File: config.mk
export PLATFORM = sky130hd
export DESIGN_NAME = mul_issue_ctrl_flat
export DESIGN_NICKNAME = d
export VERILOG_FILES = /design/src/rtl/mul_issue_if.sv /design/src/rtl/mul_issue_ctrl.sv /design/src/flat_wrapper.sv
export SDC_FILE = /design/constraint.sdc
export NUM_CORES = 1
export LEC_CHECK = 0
export BUFFER_PORTS_ARGS = -buffer_cell sky130_fd_sc_hd__buf_4
export CORE_MARGIN = 5
export CORE_UTILIZATION = 45
export CTS_CLUSTER_SIZE = 16
export DETAILED_ROUTE_END_ITERATION = 7
export HOLD_SLACK_MARGIN = 0.08
export PLACE_DENSITY = 0.89
export SKIP_CTS_REPAIR_TIMING = 1
export SYNTH_ARGS = -nofsm -noshare
export SYNTH_HDL_FRONTEND = slang
export SYNTH_SLANG_ARGS = --single-unit
File: constraint.sdc
create_clock -name clk -period 2 [get_ports clk]
set_clock_uncertainty 0.15 [all_clocks]
set_input_delay 0.1 -clock clk [delete_from_list [all_inputs] [get_ports clk]]
set_output_delay 0.1 -clock clk [all_outputs]
set_load 0.02 [all_outputs]
File: src/rtl/mul_issue_if.sv
// Issue and writeback handshake bundle for the multiply issue/capture stage.
interface mul_issue_if #(
   parameter int unsigned N    = 16,
   parameter int unsigned RD_W = 4
);
   logic            in_valid;
   logic            in_ready;
   logic [N-1:0]    in_rs1;
   logic [N-1:0]    in_rs2;
   logic [RD_W-1:0] in_rd_addr;
   logic            in_hi;
   logic            out_valid;
   logic            out_ready;
   logic [N-1:0]    out_data;
   logic [RD_W-1:0] out_rd_addr;

   modport master (
      output in_valid, in_rs1, in_rs2, in_rd_addr, in_hi, out_ready,
      input  in_ready, out_valid, out_data, out_rd_addr
   );

   modport slave (
      input  in_valid, in_rs1, in_rs2, in_rd_addr, in_hi, out_ready,
      output in_ready, out_valid, out_data, out_rd_addr
   );
endinterface

File: src/rtl/mul_issue_ctrl.sv
// Multicycle issue/capture wrapper around a combinational multiplier array:
// holds operands for LAT cycles, then captures the selected product half.
module mul_issue_ctrl #(
   parameter int unsigned N    = 16,
   parameter int unsigned LAT  = 2,
   parameter int unsigned RD_W = 4
) (
   input  logic           clk,
   input  logic           rst_n,
   input  logic           flush,
   mul_issue_if.slave     io,
   output logic [N-1:0]   mul_rs1,
   output logic [N-1:0]   mul_rs2,
   input  logic [2*N-1:0] mul_rd,
   output logic           busy
);

   localparam int unsigned CNT_W = $clog2(LAT + 1);

   typedef enum logic [1:0] {IDLE, CALC, DONE} state_t;

   state_t            state_q, state_d;
   logic [CNT_W-1:0]  cnt_q, cnt_d;
   logic              accept_c;
   logic              capture_c;
   logic              in_ready_c;
   logic [N-1:0]      rs1_q, rs2_q, data_q;
   logic [RD_W-1:0]   addr_q;
   logic              hi_q;

   // Next-state: flush overrides every transition and blocks acceptance.
   always_comb begin
      state_d    = state_q;
      cnt_d      = cnt_q;
      in_ready_c = 1'b0;
      capture_c  = 1'b0;
      unique case (state_q)
         IDLE: begin
            in_ready_c = !flush;
            if (io.in_valid && in_ready_c) begin
               state_d = CALC;
               cnt_d   = CNT_W'(LAT - 1);
            end
         end
         CALC: begin
            if (cnt_q != '0) begin
               cnt_d = cnt_q - CNT_W'(1);
            end else begin
               capture_c = 1'b1;
               state_d   = DONE;
            end
         end
         DONE: begin
            in_ready_c = io.out_ready && !flush;
            if (io.out_ready) begin
               if (io.in_valid) begin
                  state_d = CALC;
                  cnt_d   = CNT_W'(LAT - 1);
               end else begin
                  state_d = IDLE;
               end
            end
         end
         default: state_d = IDLE;
      endcase
      if (flush) begin
         state_d   = IDLE;
         capture_c = 1'b0;
      end
   end

   assign accept_c = io.in_valid && in_ready_c;

   always_ff @(posedge clk or negedge rst_n) begin
      if (!rst_n) begin
         state_q <= IDLE;
         cnt_q   <= '0;
      end else begin
         state_q <= state_d;
         cnt_q   <= cnt_d;
      end
   end

   // Operand/result holding registers; operands stay frozen until the next accept.
   always_ff @(posedge clk or negedge rst_n) begin
      if (!rst_n) begin
         rs1_q  <= '0;
         rs2_q  <= '0;
         addr_q <= '0;
         hi_q   <= 1'b0;
         data_q <= '0;
      end else begin
         if (accept_c) begin
            rs1_q  <= io.in_rs1;
            rs2_q  <= io.in_rs2;
            addr_q <= io.in_rd_addr;
            hi_q   <= io.in_hi;
         end
         if (capture_c) begin
            data_q <= hi_q ? mul_rd[2*N-1:N] : mul_rd[N-1:0];
         end
      end
   end

   assign io.in_ready    = in_ready_c;
   assign io.out_valid   = (state_q == DONE);
   assign io.out_data    = data_q;
   assign io.out_rd_addr = addr_q;
   assign mul_rs1        = rs1_q;
   assign mul_rs2        = rs2_q;
   assign busy           = (state_q != IDLE);

endmodule

File: src/flat_wrapper.sv
// flat-port wrapper written by rule: the top's interface ports become plain ports
module mul_issue_ctrl_flat 
#(
   parameter int unsigned N    = 16,
   parameter int unsigned LAT  = 2,
   parameter int unsigned RD_W = 4
)
  (clk, rst_n, flush, mul_rs1, mul_rs2, mul_rd, busy, io_in_valid, io_in_rs1, io_in_rs2, io_in_rd_addr, io_in_hi, io_out_ready, io_in_ready, io_out_valid, io_out_data, io_out_rd_addr);
  mul_issue_if #(.N(N), .RD_W(RD_W)) io_i ();
  input  logic clk;
  input  logic rst_n;
  input  logic flush;
  output logic [N-1:0] mul_rs1;
  output logic [N-1:0] mul_rs2;
  input  logic [2*N-1:0] mul_rd;
  output logic busy;
  input wire logic [$bits(io_i.in_valid)-1:0] io_in_valid;
  input wire logic [$bits(io_i.in_rs1)-1:0] io_in_rs1;
  input wire logic [$bits(io_i.in_rs2)-1:0] io_in_rs2;
  input wire logic [$bits(io_i.in_rd_addr)-1:0] io_in_rd_addr;
  input wire logic [$bits(io_i.in_hi)-1:0] io_in_hi;
  input wire logic [$bits(io_i.out_ready)-1:0] io_out_ready;
  output wire logic [$bits(io_i.in_ready)-1:0] io_in_ready;
  output wire logic [$bits(io_i.out_valid)-1:0] io_out_valid;
  output wire logic [$bits(io_i.out_data)-1:0] io_out_data;
  output wire logic [$bits(io_i.out_rd_addr)-1:0] io_out_rd_addr;
  assign io_i.in_valid = io_in_valid;
  assign io_i.in_rs1 = io_in_rs1;
  assign io_i.in_rs2 = io_in_rs2;
  assign io_i.in_rd_addr = io_in_rd_addr;
  assign io_i.in_hi = io_in_hi;
  assign io_i.out_ready = io_out_ready;
  assign io_in_ready = io_i.in_ready;
  assign io_out_valid = io_i.out_valid;
  assign io_out_data = io_i.out_data;
  assign io_out_rd_addr = io_i.out_rd_addr;
  mul_issue_ctrl #(.N(N), .LAT(LAT), .RD_W(RD_W)) u_core (.clk(clk), .rst_n(rst_n), .flush(flush), .io(io_i), .mul_rs1(mul_rs1), .mul_rs2(mul_rs2), .mul_rd(mul_rd), .busy(busy));
endmodule
; Word-level counts from Yosys, hierarchy flattened
; Index checks and enable logic that the tools add are counted.
[word_totals]
input_bits = 74
register_bits = 57
[op_classes]
n_reduce_logical = 10
n_eq_ne = 9
n_mux = 15
add_sub_neg = 1
[ops]
columns = cell, n
row1 = 16-bit two-way mux, 1
row2 = 2-bit two-way mux, 7
row3 = 2-bit one-hot mux with 3 select lines, 2
row4 = "3-bit inequality test, second input constant", 2
row5 = 5-bit AND reduction, 1
row6 = 1-bit two-way mux, 4
row7 = "2-bit by 1-bit inequality test with 1-bit output, second input constant", 2
row8 = "2-bit inequality test, second input constant", 2
row9 = 2-bit nonzero test, 2
row10 = 1-bit logical AND, 3
row11 = "3-bit by 2-bit inequality test with 1-bit output, second input constant", 1
row12 = 3-bit AND reduction, 1
row13 = 3-bit nonzero test, 1
row14 = "2-bit by 1-bit == test with 1-bit output, second input constant", 1
row15 = "2-bit == test, second input constant", 1
row16 = 2-bit logical NOT, 1
row17 = 1-bit one-hot mux with 2 select lines, 1
row18 = "2-bit by 1-bit subtractor with 2-bit output, second input constant", 1
row19 = 1-bit logical NOT, 1

; Logic depth before layout (Yosys ltp)
; Gate-level depths: netlist of run 1.
[depth]
depth_word = 5
depth_mapped = 7
ltp_nobuf = 5

; Least setup slack after synthesis of run 1
; No wires, ideal clock.
[synth_path]
kind = reg2reg
from = register u_core.state_q[1]
to = register u_core.addr_q[0], in the netlist u_core.io.out_rd_addr[0]
synth_period_minus_slack_ns = 1.493
setup_ns = 0.125
t_arrival_ns = 1.218
path_stages_with_launch = 6
t_required_ns = 1.725
path_slack_ns = 0.507
cell_sequence = dfrtp_1 inv_2 o211ai_2 buf_6 buf_12 mux2_4
[synth_via]
elab_chain_len = 3
word_cells_on_any_way = 4
classes_between = eq/ne: 1 / mux: 1 / reduce/logical: 2
[synth_lines]
columns = item, line_no
row1 = "start, declared", mul_issue_ctrl.sv:22  ; state_t state_q, state_d;
row2 = "start signal, assigned", mul_issue_ctrl.sv:79  ; state_q <= state_d;
row3 = 2-bit == test / 2-bit logical NOT (equally long branches), mul_issue_ctrl.sv:37  ; unique case (state_q)
row4 = 1-bit one-hot mux with 2 select lines *, mul_issue_ctrl.sv:37
row5 = 1-bit logical AND *, mul_issue_ctrl.sv:72  ; assign accept_c = io.in_valid && in_ready_c;
row6 = "end signal, assigned", mul_issue_ctrl.sv:96  ; addr_q <= io.in_rd_addr;
row7 = "end, declared", mul_issue_ctrl.sv:28  ; logic [RD_W-1:0] addr_q;
; Every way passes the cells marked *; elsewhere a longest branch is shown, timed or not.
; A chain may end at the register's enable or synchronous reset.

; Worst setup path in the final report of run 1
[layout_path]
from = register u_core.hi_q
to = register u_core.data_q[8], in the netlist u_core.io.out_data[8]
[layout_via]
elab_chain_len = 1
[layout_lines]
columns = item, line_no
row1 = "start, declared", mul_issue_ctrl.sv:29  ; logic hi_q;
row2 = "start signal, assigned", mul_issue_ctrl.sv:97  ; hi_q <= io.in_hi;
row3 = 16-bit two-way mux, mul_issue_ctrl.sv:100  ; data_q <= hi_q ? mul_rd[2*N-1:N] : mul_rd[N-1:0];
row4 = "end signal, assigned", mul_issue_ctrl.sv:100
row5 = "end, declared", mul_issue_ctrl.sv:27  ; logic [N-1:0] rs1_q, rs2_q, data_q;
; Every way passes these cells.

==> results.yml, run 1 <==
final_layout:
  area_growth_pct: 77.4
  fillerInstances: 298
  fin_nets: 455
  design_area_um2: 4390
  num_antenna_cells: 0
  seq_area_um2: 1430
  stdcell_count: 456
  drive_above_1_share_pct: 49.0
  multi_input_area_um2: 935
yosys:
  synth_nets: 249
  synth_top_area_cell: "dfrtp_1"
  post-synth-top-count-cell: "dfrtp_1"
  synth-edff-count: 0
  yosys-top-cells-count: "57 x dfrtp_1, 19 x mux2_4, 18 x mux2_2"
  yosys_warnings: 0
  syn_area_per_cell_um2: 14.2
  syn_inst: 174
  synthArstFlopShare_pct: 100
  syn_area_um2: 2470
  ys_ff_latch: 57
  synth_top_area_share_pct: 57.7
  synth_cell_types: 26
  synth-seq-area-share_pct: 57.7
  synthTopCellsByArea: "dfrtp_1 58%, mux2_4 12%, mux2_2 8.2%"
  synth_flop_cell: "dfrtp_1"
detailed_routing:
  drc: 0
  drtPass1Iterations: 5
  postRouteAntennaNets: 0
  postRouteWirelength_um: 7990
  drt-vias-per-instance: 4.76
  wire_per_inst_um: 17.5
  via_count: 2170
  drt_first_iter_violations: 89
floorplanning:
  num_io_pins: 129
  die_area_um2: 7080
  rows: 27
  coreArea_um2: 5440
  start_util_pct: 45.5
  die_h_um: 84.1
  die-width_um: 84.1
place:
  gp_congestion: 0.811
  hpwl_um: 4390
  dpl_cell_area_um2: 3460
  dp_cells: 368
  place_ws_ps: 319
  port_buffers: 128
global_routing:
  grt_antenna_before_repair: 0
  grt_pass1_wl_um: 9840
  grt_max_degree: 58
  grt_usage_pct: 17.7
  grt_pass1_vias: 2049
  overflow: 0
clock_tree:
  cts_root_buf: "clkbuf_8"
  clock-sinks: 57
  cts_tree: "yes"
  h-tree-depth: 3
  clock_latency_ps: 310
  clk_pin_slew_ps: 60
  cts_buffers: 9
  clockBufferDepth: 2
critical_path:
  critPathLaunchType: "flop"
  crit_type: "flop to flop"
  cp-end-kind: "flop"
  path_max_fanout: 16
  worst-endpoint-arrival_ps: 1920
  cp.required_ps: 2030
pwr:
  powerDensity_nw_per_um2: 1220
  vdd_drop_max_mv: 0.825
  p_leak_nw: 2.17
timing:
  max-slew-margin-rel_pct: 53.1
  setup_violations: 0
  fin_crit_ps: 1890
  rsz0062_at_grt: "false"
  fin_tns_setup_ps: 0
  period_share_pct: 94.6
  slew_viol_final: 0
  hold_viol_final: 0
  max_freq_mhz: 528
  worst_slack_ps: 107
  whs_ps: 155
  tightest_slew_ps: 704
run:
  maxCapViolations: 0
min_path:
  hold_class: "input port to flop"
outcome:
  status: "finished, final reports clean"
[final timing paths]
path,slack (ps),from,cells after the start,end
worst max-delay path,110,u_core.hi_q,4,u_core.io.out_data[8]
worst min-delay path,150,io_out_ready,4,u_core.cnt_q[1]
worst max register to register,110,u_core.hi_q,4,u_core.io.out_data[8]
worst min register to register,360,u_core.cnt_q[1],1,u_core.cnt_q[1]
max in group asynchronous,1000,rst_n,2,u_core.mul_rs2[5]
min in group asynchronous,220,rst_n,2,u_core.mul_rs1[13]
[critical path: stages, from the launching register on]
cell,delay (ps)
dfrtp_1,400
buf_4,310
mux2i_1,240
dlygate4sd3_1,580
a21oi_1,70
[state kept, by name, summed over array words and instances (netlist names)]
name                   flops
u_core.cnt_q               2
u_core.hi_q                1
u_core.io.out_data        16
u_core.io.out_rd_addr      4
u_core.mul_rs1            16
u_core.mul_rs2            16
u_core.state_q             2
[placed cells by master (no fill, tap or decap)]
master	n
inv_1	4
and4bb_2	1
mux2_2	18
a311oi_1	1
inv_2	1
nor2b_1	1
clkinv_2	2
ha_1	1
nand3_1	2
mux2_4	19
o21ai_0	1
clkbuf_8	11
dfrtp_1	57
clkbuf_1	1
mux2i_1	17
nand2_1	1
o2bb2ai_1	1
and4b_1	1
buf_4	132
dlygate4sd3_1	73
bufinv_16	1
nor2_1	16
nor3b_1	1
or2_2	1
nor2_4	1
a21boi_0	1
o211ai_4	1
a21oi_1	17
[per-layer routing]
metal / up-vias / track usage [%] / share of wire, %
met4: 0 / 6.43 / 1.1
met2: 106 / 26.5 / 50
met1: 1035 / 20.3 / 39
met5: - / 0 / 0
li1: 1021 / - / -
met3: 8 / 11.5 / 9.5
[layout make-up]
| cell class | instances | share of cell area, % |
|---|---|---|
| Timing Repair Buffer | 205 | 39.2 |
| Tap cell | 72 | 2.05 |
| Clock inverter | 3 | 0.913 |
| Sequential cell | 57 | 32.5 |
| Clock buffer | 12 | 3.54 |
| Inverter | 5 | 0.428 |
| Multi-Input combinational cell | 102 | 21.3 |
[logic make-up (layout without fill, tap and decap cells)]
group	count (synthesis)	after routing	synth area share (%)
simple gates	25	25	5.16
compound gates	22	22	5.16
fa+ha+maj	1	1	0.506
flops	57	57	57.7
buf+inv	15	225	4.86
mux	54	54	26.6
[stage by stage]
step	total power, mW	utilization, %
6_report	5.33	80.7
5_1_grt	5.65	80.7
4_1_cts	5.11	67.2
3_5_place_dp	4.04	63.6
3_3_place_gp	3.97	63.6
2_1_floorplan	3.09	-
[power breakdown]
part	internal (mW)	leakage (nW)	switching (mW)
Sequential	1.59	0.665	0.277
Combinational	1.24	1.41	1.17
Clock	0.633	0.102	0.421
(Power assumes the default switching activity.)
==> run 2, diff against run 1 <==
==> constraint.sdc (replaced) <==
create_clock -name clk -period 2 [get_ports clk]
set_clock_uncertainty 0.15 [all_clocks]
set_input_delay 0.6 -clock clk [delete_from_list [all_inputs] [get_ports clk]]
set_output_delay 0.6 -clock clk [all_outputs]
set_load 0.02 [all_outputs]
==> run 2 against run 1 <==
Hold slack better by 160 ps. Non-clock buffer count down 70. Sequential share of layout area up 5.4 points. Utilization down 11 points. Wire length down 25%. Critical path depth down 2. Largest cell class is now sequential cells. Critical path type is now flop to primary output. Highest routed layer unchanged.
==> results.yml, run 2 (same netlist as run 1, synthesis figures left out) <==
place:
  dpl_cell_area_um2: 3520
  port_buffers: 128
  hpwl_um: 4570
  place_ws_ps: 72.2
  dp_cells: 369
  gp_congestion: 0.798
floorplanning:
  start_util_pct: 45.5
  coreArea_um2: 5440
  die-width_um: 84.1
  num_io_pins: 129
  rows: 27
  die_h_um: 84.1
  die_area_um2: 7080
clock_tree:
  clock-sinks: 57
  clock_latency_ps: 330
  clk_pin_slew_ps: 70
  cts_root_buf: "clkbuf_8"
  cts_tree: "yes"
  h-tree-depth: 3
  cts_buffers: 9
  clockBufferDepth: 2
detailed_routing:
  postRouteAntennaNets: 0
  wire_per_inst_um: 15.4
  wl_met3_um: 759
  route.top_layer_used: "met4"
  met2_length_um: 2870
  drt-vias-per-instance: 4.82
  via_count: 1865
  drt_first_iter_violations: 29
  drc: 0
  drtPass1Iterations: 4
  postRouteWirelength_um: 5950
  wl_met1_um: 2270
global_routing:
  grt_usage_pct: 17.5
  overflow: 0
  grt_pass1_wl_um: 9870
  grt_pass1_vias: 2088
  grt_max_degree: 39
  grt_antenna_before_repair: 0
outcome:
  status: "finished, final reports clean"
timing:
  period_share_pct: 98.6
  whs_ps: 312
  worst_slack_ps: 27.8
  fin_crit_ps: 1970
  max_freq_mhz: 507
  max-slew-margin-rel_pct: 70.0
  setup_violations: 0
  slew_viol_final: 0
  tightest_slew_ps: 450
  hold_viol_final: 0
  rsz0062_at_grt: "true"
pwr:
  vdd_drop_max_mv: 0.821
  powerDensity_nw_per_um2: 1400
  total_power_mw: 5.26
  p_leak_nw: 1.91
final_layout:
  final_common_cell: "buf_4"
  drive_above_1_share_pct: 61.6
  fin_nets: 385
  stdcell_count: 387
  area_growth_pct: 52.5
  design_area_um2: 3770
  num_antenna_cells: 0
  final_cell_mix: "129 x buf_4, 55 x dfrtp_1, 19 x mux2_4"
  fillerInstances: 375
min_path:
  hold_path_end: "u_core.state_q[1]"
  hold_start: "flush"
  min_path_cells: 2
  hold_class: "input port to flop"
critical_path:
  worst-endpoint-arrival_ps: 1220
  path_max_fanout: 7
  r2r_start: "u_core.state_q[1]"
  worstRegToRegCells: 4
  slowest_stage: "dfrtp_2"
  critPathMaxStageDelay_ps: 450
  r2r-end: "u_core.mul_rs1[2]"
  cp-end-kind: "primary output"
  r2r_setup_slack_ps: 390
  cp.required_ps: 1250
  cp_cell_sequence: "or2_2 -> buf_6"
  crit_type: "flop to primary output"
  cp_num_buf_inv: 1
  critPathLaunchType: "flop"
  cpLargestDelayFamily: "flip-flops"
run:
  maxCapViolations: 0
[run 2: changes by cell type in the layout (fill, tap and decap cells not counted), sizes merged]
cell and delta:
buf +2, bufinv +1, clkbuf -1, clkinvlp +1
dlygate4sd3 -72
[run 2: where the power goes]
part | leakage, nW | total [mW] | switching [mW] | internal [mW]
sequential | 0.662 | 1.86 | 0.266 | 1.59
clock | 0.115 | 1.21 | 0.445 | 0.765
combinational | 1.13 | 2.20 | 1.07 | 1.13
[run 2: stage by stage]
step,utilization (%),TNS [ps]
final,69.3,0
after global placement,64.7,0
after CTS,68.9,-75.1
after floorplan,-,0
after detailed placement,64.7,0
after global routing,69.3,-29.5
[run 2: metal layers]
| layer | vias to the layer above | track usage, % |
|---|---|---|
| li1 | 884 | - |
| met1 | 876 | 19.6 |
| met4 | 0 | 5.56 |
| met3 | 8 | 10.4 |
| met5 | - | 0 |
| met2 | 97 | 27.8 |
[run 2: worst max-delay path by stage]
stage                                 start     endpoint  slack, ps  cells after the start
after CTS                 u_core.state_q[0]  io_in_ready        -40                      3
after detailed placement              flush  io_in_ready         70                      4
after global routing      u_core.state_q[1]         busy        -20                      2
after global placement                flush  io_in_ready         70                      4
final                     u_core.state_q[1]         busy         30                      2
after floorplan                       flush  io_in_ready         20                      2
[run 2: final cells by class]
| cell class | count | area, um2 | area share [%] |
|---|---|---|---|
| Inverter | 5 | 18.8 | 0.498 |
| Tap cell | 72 | 90.1 | 2.39 |
| Timing Repair Buffer | 135 | 1070 | 28.4 |
| Clock inverter | 5 | 77.6 | 2.06 |
| Sequential cell | 57 | 1430 | 37.9 |
| Clock buffer | 11 | 151 | 4.01 |
| Multi-Input combinational cell | 102 | 935 | 24.8 |
==> run 3, diff against run 2 <==
Settings changed: ABC_AREA from default to 1, PLACE_DENSITY 0.89 to 0.88.
==> run 3 against run 2 <==
First-iteration DRC count increased to 4.1 times the previous value. Worst setup slack better by 19 ps. Sequential cell count unchanged. Total power decreased by 2.2%. Register-to-register slack lost 20 ps. Critical path type unchanged.
==> results.yml, run 3 <==
final_layout:
  drive_above_1_share_pct: 34.9
  area_growth_pct: 51.5
  num_antenna_cells: 0
  final_cell_mix: "133 x buf_4, 116 x nand2_1, 57 x dfrtp_1"
  final_common_cell: "buf_4"
  fin_nets: 508
floorplanning:
  die-width_um: 84.7
  num_io_pins: 129
  rows: 27
  start_util_pct: 45.8
  coreArea_um2: 5470
  die_area_um2: 7170
  die_h_um: 84.7
yosys:
  syn_area_um2: 2510
  synth_flop_cell: "dfrtp_1"
  synth-edff-count: 0
  synth_top_area_cell: "dfrtp_1"
  synthTopCellsByArea: "dfrtp_1 57%, nand2_1 17%, nand3_1 8.2%"
  yosys-top-cells-count: "116 x nand2_1, 57 x dfrtp_1, 41 x nand3_1"
  synth_top_family_by_area: "simple AND/OR/NAND/NOR gates"
  yosys_warnings: 0
  synthSimpleGateAreaFrac_pct: 27.1
  syn_area_per_cell_um2: 8.28
  synth_cell_types: 16
  synth_compound_area_share_pct: 7.18
  syn_inst: 303
  synth-adder-area-share_pct: 0.499
  synth_xor_area_share_pct: 0
  ys_ff_latch: 57
  synth_mux_area_share_pct: 0
  synth-seq-area-share_pct: 56.9
  synthArstFlopShare_pct: 100
  synth_top_area_share_pct: 56.9
  post-synth-top-count-cell: "nand2_1"
  synth_nets: 378
detailed_routing:
  via_count: 2448
  postRouteWirelength_um: 6940
  drt_first_iter_violations: 120
  route.top_layer_used: "met4"
  drt-vias-per-instance: 4.80
  postRouteAntennaNets: 0
  met2_length_um: 3280
  wl_met3_um: 706
  wl_met1_um: 2890
  wire_per_inst_um: 13.6
  drtPass1Iterations: 4
  drc: 0
critical_path:
  cp.required_ps: 1250
  worst-endpoint-arrival_ps: 1200
  path_max_fanout: 6
  crit_type: "flop to primary output"
  critPathLaunchType: "flop"
  cp-end-kind: "primary output"
min_path:
  hold_class: "flop to flop"
clock_tree:
  cts_buffers: 9
  cts_tree: "yes"
  clock-sinks: 57
  h-tree-depth: 3
  clock_latency_ps: 320
  cts_root_buf: "clkbuf_8"
  clockBufferDepth: 2
  clk_pin_slew_ps: 60
timing:
  period_share_pct: 97.7
  setup_violations: 0
  worst_slack_ps: 46.4
  max-slew-margin-rel_pct: 42.3
  slew_viol_final: 0
  max_freq_mhz: 512
  hold_viol_final: 0
  fin_crit_ps: 1950
  tightest_slew_ps: 865
  whs_ps: 323
global_routing:
  grt_usage_pct: 19.6
  grt_pass1_wl_um: 11200
  overflow: 0
  grt_max_degree: 34
  grt_antenna_before_repair: 0
  grt_pass1_vias: 2346
run:
  maxCapViolations: 0
place:
  place_ws_ps: 86.3
  port_buffers: 128
  gp_congestion: 0.838
  hpwl_um: 5260
pwr:
  vdd_drop_max_mv: 0.861
  p_leak_nw: 2.13
  powerDensity_nw_per_um2: 1350
outcome:
  status: "finished, final reports clean"
-- run 3: metrics by stage --
step,cell area (um2),cells,utilization [%],TNS (ps),total power [mW]
2_1_floorplan,2510,303,-,0,2.85
3_3_place_gp,3520,492,64.4,0,3.71
3_5_place_dp,3520,492,64.4,0,3.79
4_1_cts,3780,508,69.1,0,5.19
5_1_grt,3800,510,69.5,-37.9,5.47
6_report,3800,510,69.5,0,5.15
-- run 3: cell type report --
| type | instances | area (um2) |
|---|---|---|
| multi-input combinational | 203 | 873 |
| timing repair buffer | 137 | 1060 |
| inverter | 25 | 93.8 |
| sequential | 57 | 1430 |
| clock inverter | 6 | 130 |
| clock buffer | 10 | 128 |
| fill | 428 | 1670 |
| tap | 72 | 90.1 |
-- run 3: final timing paths --
path / from / end / slack, ps / cells after the start
max in group asynchronous: rst_n / u_core.hi_q / 610 / 3
max: u_core.state_q[0] / io_in_ready / 50 / 3
max reg2reg: u_core.state_q[0] / u_core.mul_rs2[1] / 370 / 7
min in group asynchronous: rst_n / u_core.mul_rs1[13] / 600 / 2
min: u_core.mul_rs2[2] / u_core.mul_rs2[2] / 320 / 2
min reg2reg: u_core.mul_rs2[2] / u_core.mul_rs2[2] / 320 / 2
-- run 3: where the power goes --
part           internal [mW]  switching [mW]
Sequential              1.55           0.279
Combinational          0.831            1.10
Clock                  0.950           0.436
-- run 3: per-layer routing --
metal  track usage (%)  up-vias
li1                  -     1213
met1              24.9     1117
met2              30.7      110
met3              6.67        8
met4              7.77        0
met5                 0        -
-- run 3: worst max-delay path: stages (launching register included) --
cell,delay [ps]
dfrtp_1,430
nor2_1,110
o21a_1,200
buf_6,140
-- run 3: cells by family after synthesis --
| family | after synthesis |
|---|---|
| adders and majority gates | 1 |
| AOI/OAI and AO/OA | 35 |
| buffers and inverters | 43 |
| and+or+nand+nor | 167 |
| DFF | 57 |
